[src/rtl/hazard_stall_unit.sv]
// ID-stage hazard detection: stalls PC and IF/ID and bubbles ID/EX for
// dependencies forwarding cannot cover, flushes IF/ID on taken branches.
module hazard_stall_unit #(
    parameter int REG_ADDR_WIDTH = 5,
    parameter int CNT_WIDTH      = 32
) (
    input  logic                      clk,
    input  logic                      rst,
    input  logic [6:0]                IF_ID_inst_opcode,
    input  logic [REG_ADDR_WIDTH-1:0] IF_ID_rs1,
    input  logic [REG_ADDR_WIDTH-1:0] IF_ID_rs2,
    input  logic                      ID_EX_reg_wr_en,
    input  logic                      ID_EX_mem_rd_en,
    input  logic [REG_ADDR_WIDTH-1:0] ID_EX_rd,
    input  logic                      EX_MEM_mem_rd_en,
    input  logic [REG_ADDR_WIDTH-1:0] EX_MEM_rd,
    input  logic                      branch_taken,
    input  logic                      mem_busy,
    output logic                      pc_wr_en,
    output logic                      IF_ID_wr_en,
    output logic                      IF_ID_flush,
    output logic                      ID_EX_bubble,
    output logic [CNT_WIDTH-1:0]      stall_cycles,
    output logic [CNT_WIDTH-1:0]      flush_count
);

    localparam logic [6:0] OP_LUI    = 7'b0110111;
    localparam logic [6:0] OP_AUIPC  = 7'b0010111;
    localparam logic [6:0] OP_JAL    = 7'b1101111;
    localparam logic [6:0] OP_REG    = 7'b0110011;
    localparam logic [6:0] OP_STORE  = 7'b0100011;
    localparam logic [6:0] OP_BRANCH = 7'b1100011;

    typedef enum logic {RUN, HOLD} state_t;

    state_t     state, state_next;
    logic [1:0] remain, remain_next;

    logic       uses_rs1, uses_rs2, is_branch;
    logic       ex_match, mem_match;
    logic [1:0] need;
    logic       stall;

    // Operand-use decode of the consumer sitting in ID.
    always_comb begin
        uses_rs1  = !((IF_ID_inst_opcode == OP_LUI)   ||
                      (IF_ID_inst_opcode == OP_AUIPC) ||
                      (IF_ID_inst_opcode == OP_JAL));
        uses_rs2  = (IF_ID_inst_opcode == OP_REG)   ||
                    (IF_ID_inst_opcode == OP_STORE) ||
                    (IF_ID_inst_opcode == OP_BRANCH);
        is_branch = (IF_ID_inst_opcode == OP_BRANCH);
    end

    // x0 is never a real producer, so rd == 0 can never create a dependency.
    always_comb begin
        ex_match  = (ID_EX_rd != '0) &&
                    ((uses_rs1 && (IF_ID_rs1 == ID_EX_rd)) ||
                     (uses_rs2 && (IF_ID_rs2 == ID_EX_rd)));
        mem_match = (EX_MEM_rd != '0) &&
                    ((uses_rs1 && (IF_ID_rs1 == EX_MEM_rd)) ||
                     (uses_rs2 && (IF_ID_rs2 == EX_MEM_rd)));
    end

    // Terms are ordered by increasing cost so the last hit is the maximum.
    // NOTE: every always_comb output gets a default first so no latch is inferred.
    always_comb begin
        need = 2'd0;
        if (EX_MEM_mem_rd_en && mem_match && is_branch)
            need = 2'd1;
        if (ID_EX_reg_wr_en && !ID_EX_mem_rd_en && ex_match && is_branch)
            need = 2'd1;
        if (ID_EX_mem_rd_en && ex_match)
            need = is_branch ? 2'd2 : 2'd1;
    end

    // Next state and outputs; reset beats mem_busy, mem_busy beats everything else.
    always_comb begin
        state_next   = state;
        remain_next  = remain;
        stall        = 1'b0;
        pc_wr_en     = 1'b1;
        IF_ID_wr_en  = 1'b1;
        ID_EX_bubble = 1'b0;
        IF_ID_flush  = 1'b0;

        if (rst) begin
            pc_wr_en     = 1'b0;
            IF_ID_wr_en  = 1'b0;
            ID_EX_bubble = 1'b1;
        end else if (mem_busy) begin
            pc_wr_en    = 1'b0;
            IF_ID_wr_en = 1'b0;
        end else begin
            unique case (state)
                RUN: begin
                    if (need != 2'd0) begin
                        stall       = 1'b1;
                        remain_next = need - 2'd1;
                        state_next  = (need == 2'd2) ? HOLD : RUN;
                    end else begin
                        IF_ID_flush = branch_taken;
                    end
                end
                HOLD: begin
                    stall       = 1'b1;
                    remain_next = (remain != 2'd0) ? remain - 2'd1 : 2'd0;
                    if (remain <= 2'd1)
                        state_next = RUN;
                end
            endcase

            if (stall) begin
                pc_wr_en     = 1'b0;
                IF_ID_wr_en  = 1'b0;
                ID_EX_bubble = 1'b1;
            end
        end
    end

    // NOTE: sequential state uses non-blocking assignments so every flop
    // samples pre-edge values regardless of statement order.
    always_ff @(posedge clk) begin
        if (rst) begin
            state        <= RUN;
            remain       <= 2'd0;
            stall_cycles <= '0;
            flush_count  <= '0;
        end else begin
            state  <= state_next;
            remain <= remain_next;
            if (ID_EX_bubble && (stall_cycles != '1))
                stall_cycles <= stall_cycles + 1'b1;
            if (IF_ID_flush && (flush_count != '1))
                flush_count <= flush_count + 1'b1;
        end
    end

endmodule

[config.mk]
export PLATFORM = sky130hd
export DESIGN_NAME = hazard_stall_unit
export DESIGN_NICKNAME = d
export VERILOG_FILES = /design/src/rtl/hazard_stall_unit.sv
export SDC_FILE = /design/constraint.sdc
export NUM_CORES = 1
export LEC_CHECK = 0
export ABC_CLOCK_PERIOD_IN_PS = 4200
export BUFFER_PORTS_ARGS = -buffer_cell sky130_fd_sc_hd__buf_2
export CAP_MARGIN = 5
export CORE_UTILIZATION = 35
export CTS_BUF_LIST = sky130_fd_sc_hd__clkbuf_2
export CTS_CLUSTER_SIZE = 24
export DETAILED_ROUTE_END_ITERATION = 6
export GPL_TIMING_DRIVEN = 0
export MAX_ROUTING_LAYER = met4
export SYNTH_ARGS = -nofsm -noshare
export SYNTH_HDL_FRONTEND = slang
export SYNTH_SLANG_ARGS = --single-unit
[constraint.sdc]
create_clock -name clk -period 4.2 [get_ports clk]
set_input_delay 0.63 -clock clk [delete_from_list [all_inputs] [get_ports clk]]
set_output_delay 0.63 -clock clk [all_outputs]
set_load 0.01 [all_outputs]
==> flow_metrics.py <==
metrics = {
    "floorplan": {
        "dieArea_sq_mm": 0.0115,
        "die_y_um": 107,
        "initial_core_util_pct": 35.8,
        "die_x_um": 107,
        "row_count": 38,
        "core_sq_mm": 0.0108,
        "io_pins": 102,
    },
    "clock_tree": {
        "cts_setup_buffers": 0,
        "cts_buffer_depth": 2,
        "clock-sinks": 67,
        "clkTransAtPathRegs_ns": 0.19,
        "numCtsBuffers": 9,
        "cts-hold-fix-buffers": 0,
        "clk_latency_ns": 0.52,
        "cts_tree": "done",
        "cts-root-buf": "clkbuf_2",
        "htree_num_levels": 3,
    },
    "synth": {
        "syn_nets": 506,
        "synth_edf_count": 0,
        "synthArstFlopShare_pct": 0,
        "syn_avg_cell_area_sq_um": 8.29,
        "synth.distinct_cells": 52,
        "syn-cell-area_sq_mm": 0.00388,
        "ys_seq_elements": 67,
        "ys.flop_type": "dfxtp_1",
        "seq_area_frac_synth_pct": 34.6,
        "syn_inst": 468,
        "yosys_warnings": 0,
    },
    "sta": {
        "fmax_ghz": 0.258,
        "fin_tns_setup_ns": 0,
        "fin_crit_ns": 3.87,
        "holdWs_ns": 0.509,
        "relSlewSlack_pct": 53.4,
        "hold_violations": 0,
        "maxSlewViolCount": 0,
        "final.period_utilization_pct": 92.3,
        "rsz0062_at_grt": "no",
        "tightest_slew_ns": 0.693,
        "setup_viol": 0,
        "skew_ns": 0.0267,
    },
    "finish": {
        "drive_above_1_share_pct": 23.8,
        "final_core_util_pct": 42.8,
        "diodes": 0,
        "synthToLayoutAreaGrowth_pct": 19.5,
        "nets": 617,
        "fillers": 1143,
        "multi_input_area_sq_mm": 0.00240,
        "seq_area_sq_mm": 0.00134,
        "postLayoutCellArea_sq_mm": 0.00464,
    },
    "worst_setup_path": {
        "cp_data_arrival_time_ns": 3.24,
        "critPathSlowestCell": "a2111oi_1",
        "worst-endpoint-required_ns": 3.57,
        "crit_top_cell": "buf_2",
        "criticalPathCategory": "primary input to output port",
        "path_max_fanout": 6,
        "rrSetupSlack_ns": 1.77,
        "r2r-end": "stall_cycles[1]",
        "max_stage_delay_ns": 0.54,
        "endpoint_kind": "output port",
        "start_kind": "primary input",
        "r2r_cells": 6,
        "regToRegStartpoint": "stall_cycles[25]",
        "crit_path_start": "IF_ID_inst_opcode[3]",
        "path_cells": "buf_2 > nand4b_1 > a2111oi_1 > o2111a_1 > a211oi_1 > nor2_1 > ha_1 > nor4b_4 > nand2_1 > inv_1 > buf_2",
    },
    "global_route": {
        "grt_pass1_wl_um": 17300,
        "grt_antenna_before_repair": 0,
        "grt_pass1_vias": 3631,
        "grt_max_degree": 11,
        "grt-ovfl-total": 0,
        "track_usage_pct": 19.3,
    },
    "route": {
        "dr_total_vias": 4099,
        "drc": 0,
        "first_pass_iters": 5,
        "wl_um": 10600,
        "wire_per_inst_um": 14.6,
        "avgViaCountPerCell": 5.67,
        "drt_iter0_markers": 289,
        "ant_nets": 0,
    },
    "placed_design": {
        "place_area_sq_mm": 0.00456,
        "dp_hpwl_um": 7950,
        "io_buffers": 100,
        "gp_congestion": 0.848,
    },
    "pwr": {
        "clockPowerShare_pct": 29.4,
        "intPower_uw": 752,
        "netSwitchingFraction_pct": 27.9,
        "vdd_drop_max_v": 0.0000922,
        "seq_power_share_pct": 61.7,
        "p_comb_share_pct": 8.9,
        "switching_power_uw": 291,
        "power.density_mw_per_mm2": 225,
        "power.leakage_nw": 1.72,
    },
    "job": {
        "cap_violations": 0,
    },
    "status": {
        "status": "completed",
    },
    "hold_path": {
        "hp-class": "flip-flop to flip-flop",
        "min_path_cells": 2,
        "min_delay_worst_endpoint": "flush_count[9]",
        "hp-start": "flush_count[9]",
    },
}
## cell usage after synthesis (all sizes together) (2+ instances only)
library cell,n,area share [%]
nor4b,3,1.1
o211ai,3,0.71
mux2i,5,1.3
ha,4,1.3
xnor2,9,2.0
nand2,30,2.9
or4,37,7.3
o41ai,2,0.45
xor2,16,3.6
or4b,2,0.52
dfxtp,67,35
clkbuf,12,1.2
and3,6,0.97
o31ai,33,6.4
a211o,2,0.45
o21ai,20,2.6
nor2b,5,0.81
nand4,21,4.1
and4,6,1.4
nand3,23,3.0
or2,2,0.32
or3,18,2.9
mux2,3,0.87
buf,8,1.2
nor4,7,1.6
nand4b,3,0.68
o21a,2,0.39
nor2,22,2.1
a211oi,3,0.58
and2,3,0.48
a21oi,57,7.4
nand2b,3,0.48
a31oi,2,0.48
nor3,8,1.3
inv,15,1.5
## state kept, by name (all words and copies together), names as in the netlist
signal and cells:
flush_count 32, stall_cycles 32, remain 2, state 1
## metal layers
layer,part of all wire (%),wire (um),GRT usage (%),up-vias
met5,0,0,-,-
li1,-,-,-,2036
met1,46,4860,24.2,1947
met3,5.0,527,3.63,10
met2,48,5080,31.2,106
met4,0.88,93,6.16,0
## logic make-up (layout without fill, tap and decap cells)
family | count (synthesis) | in the layout | share of synthesized area, %
simple gates | 200 | 200 | 32.1
flops | 67 | 67 | 34.6
compound gates | 129 | 129 | 20.5
fa+ha+maj | 4 | 4 | 1.29
xor+xnor | 25 | 25 | 5.64
buf+inv | 35 | 150 | 3.77
mux | 8 | 8 | 2.16
## through the flow
| stage | worst slack, ns | instances | power, mW |
|---|---|---|---|
| 6_report | 0.325 | 723 | 1.04 |
| 5_1_grt | 0.0331 | 723 | 1.10 |
| 4_1_cts | 0.0559 | 723 | 1.06 |
| 3_5_place_dp | -0.241 | 708 | 0.750 |
| 3_3_place_gp | -0.158 | 708 | 0.748 |
| 2_1_floorplan | 0.504 | 468 | 0.705 |
## worst max path at each step
stage	to
finish	IF_ID_flush
global route	IF_ID_flush
CTS	IF_ID_flush
detailed placement	flush_count[18]
global placement	flush_count[18]
floorplan	flush_count[18]
## worst max-delay path: cells and delay by family
kind	cells	cell delay (ns)
buf+inv	3	0.33
simple gates	4	1.14
compound gates	3	0.88
fa+ha+maj	1	0.27
## placed cells by master (no fill, tap or decap), drive strengths merged, types with 8 or more instances in the layout
cell	n
buf	108
xor2	16
nor2	22
nand4	21
dfxtp	67
nand3	23
or3	18
xnor2	9
nor3	8
clkbuf	23
or4	37
o21ai	20
a21oi	57
o31ai	33
inv	15
nand2	30
## repair_timing
item / in CTS / in global routing
gates resized for setup: 0 / 2
hold endpoints to repair: 0 / 0
endpoints found under the setup margin: 0 / 2
## power by group through the flow
stage	clock, mW	sequential (mW)	combinational, mW
2_1_floorplan	0	0.657	0.0478
3_3_place_gp	0	0.657	0.0906
3_5_place_dp	0	0.657	0.0931
4_1_cts	0.318	0.644	0.0935
5_1_grt	0.349	0.645	0.105
6_report	0.306	0.644	0.0928
## layout make-up
type | instances | share of cell area [%]
multi-input combinational | 366 | 51.8
sequential | 67 | 28.9
timing repair buffer | 100 | 10.8
tap | 140 | 3.78
buffer | 20 | 1.94
inverter | 15 | 1.21
clock buffer | 11 | 1.19
clock inverter | 4 | 0.405
Note: power is estimated with default switching activity, not from simulation.
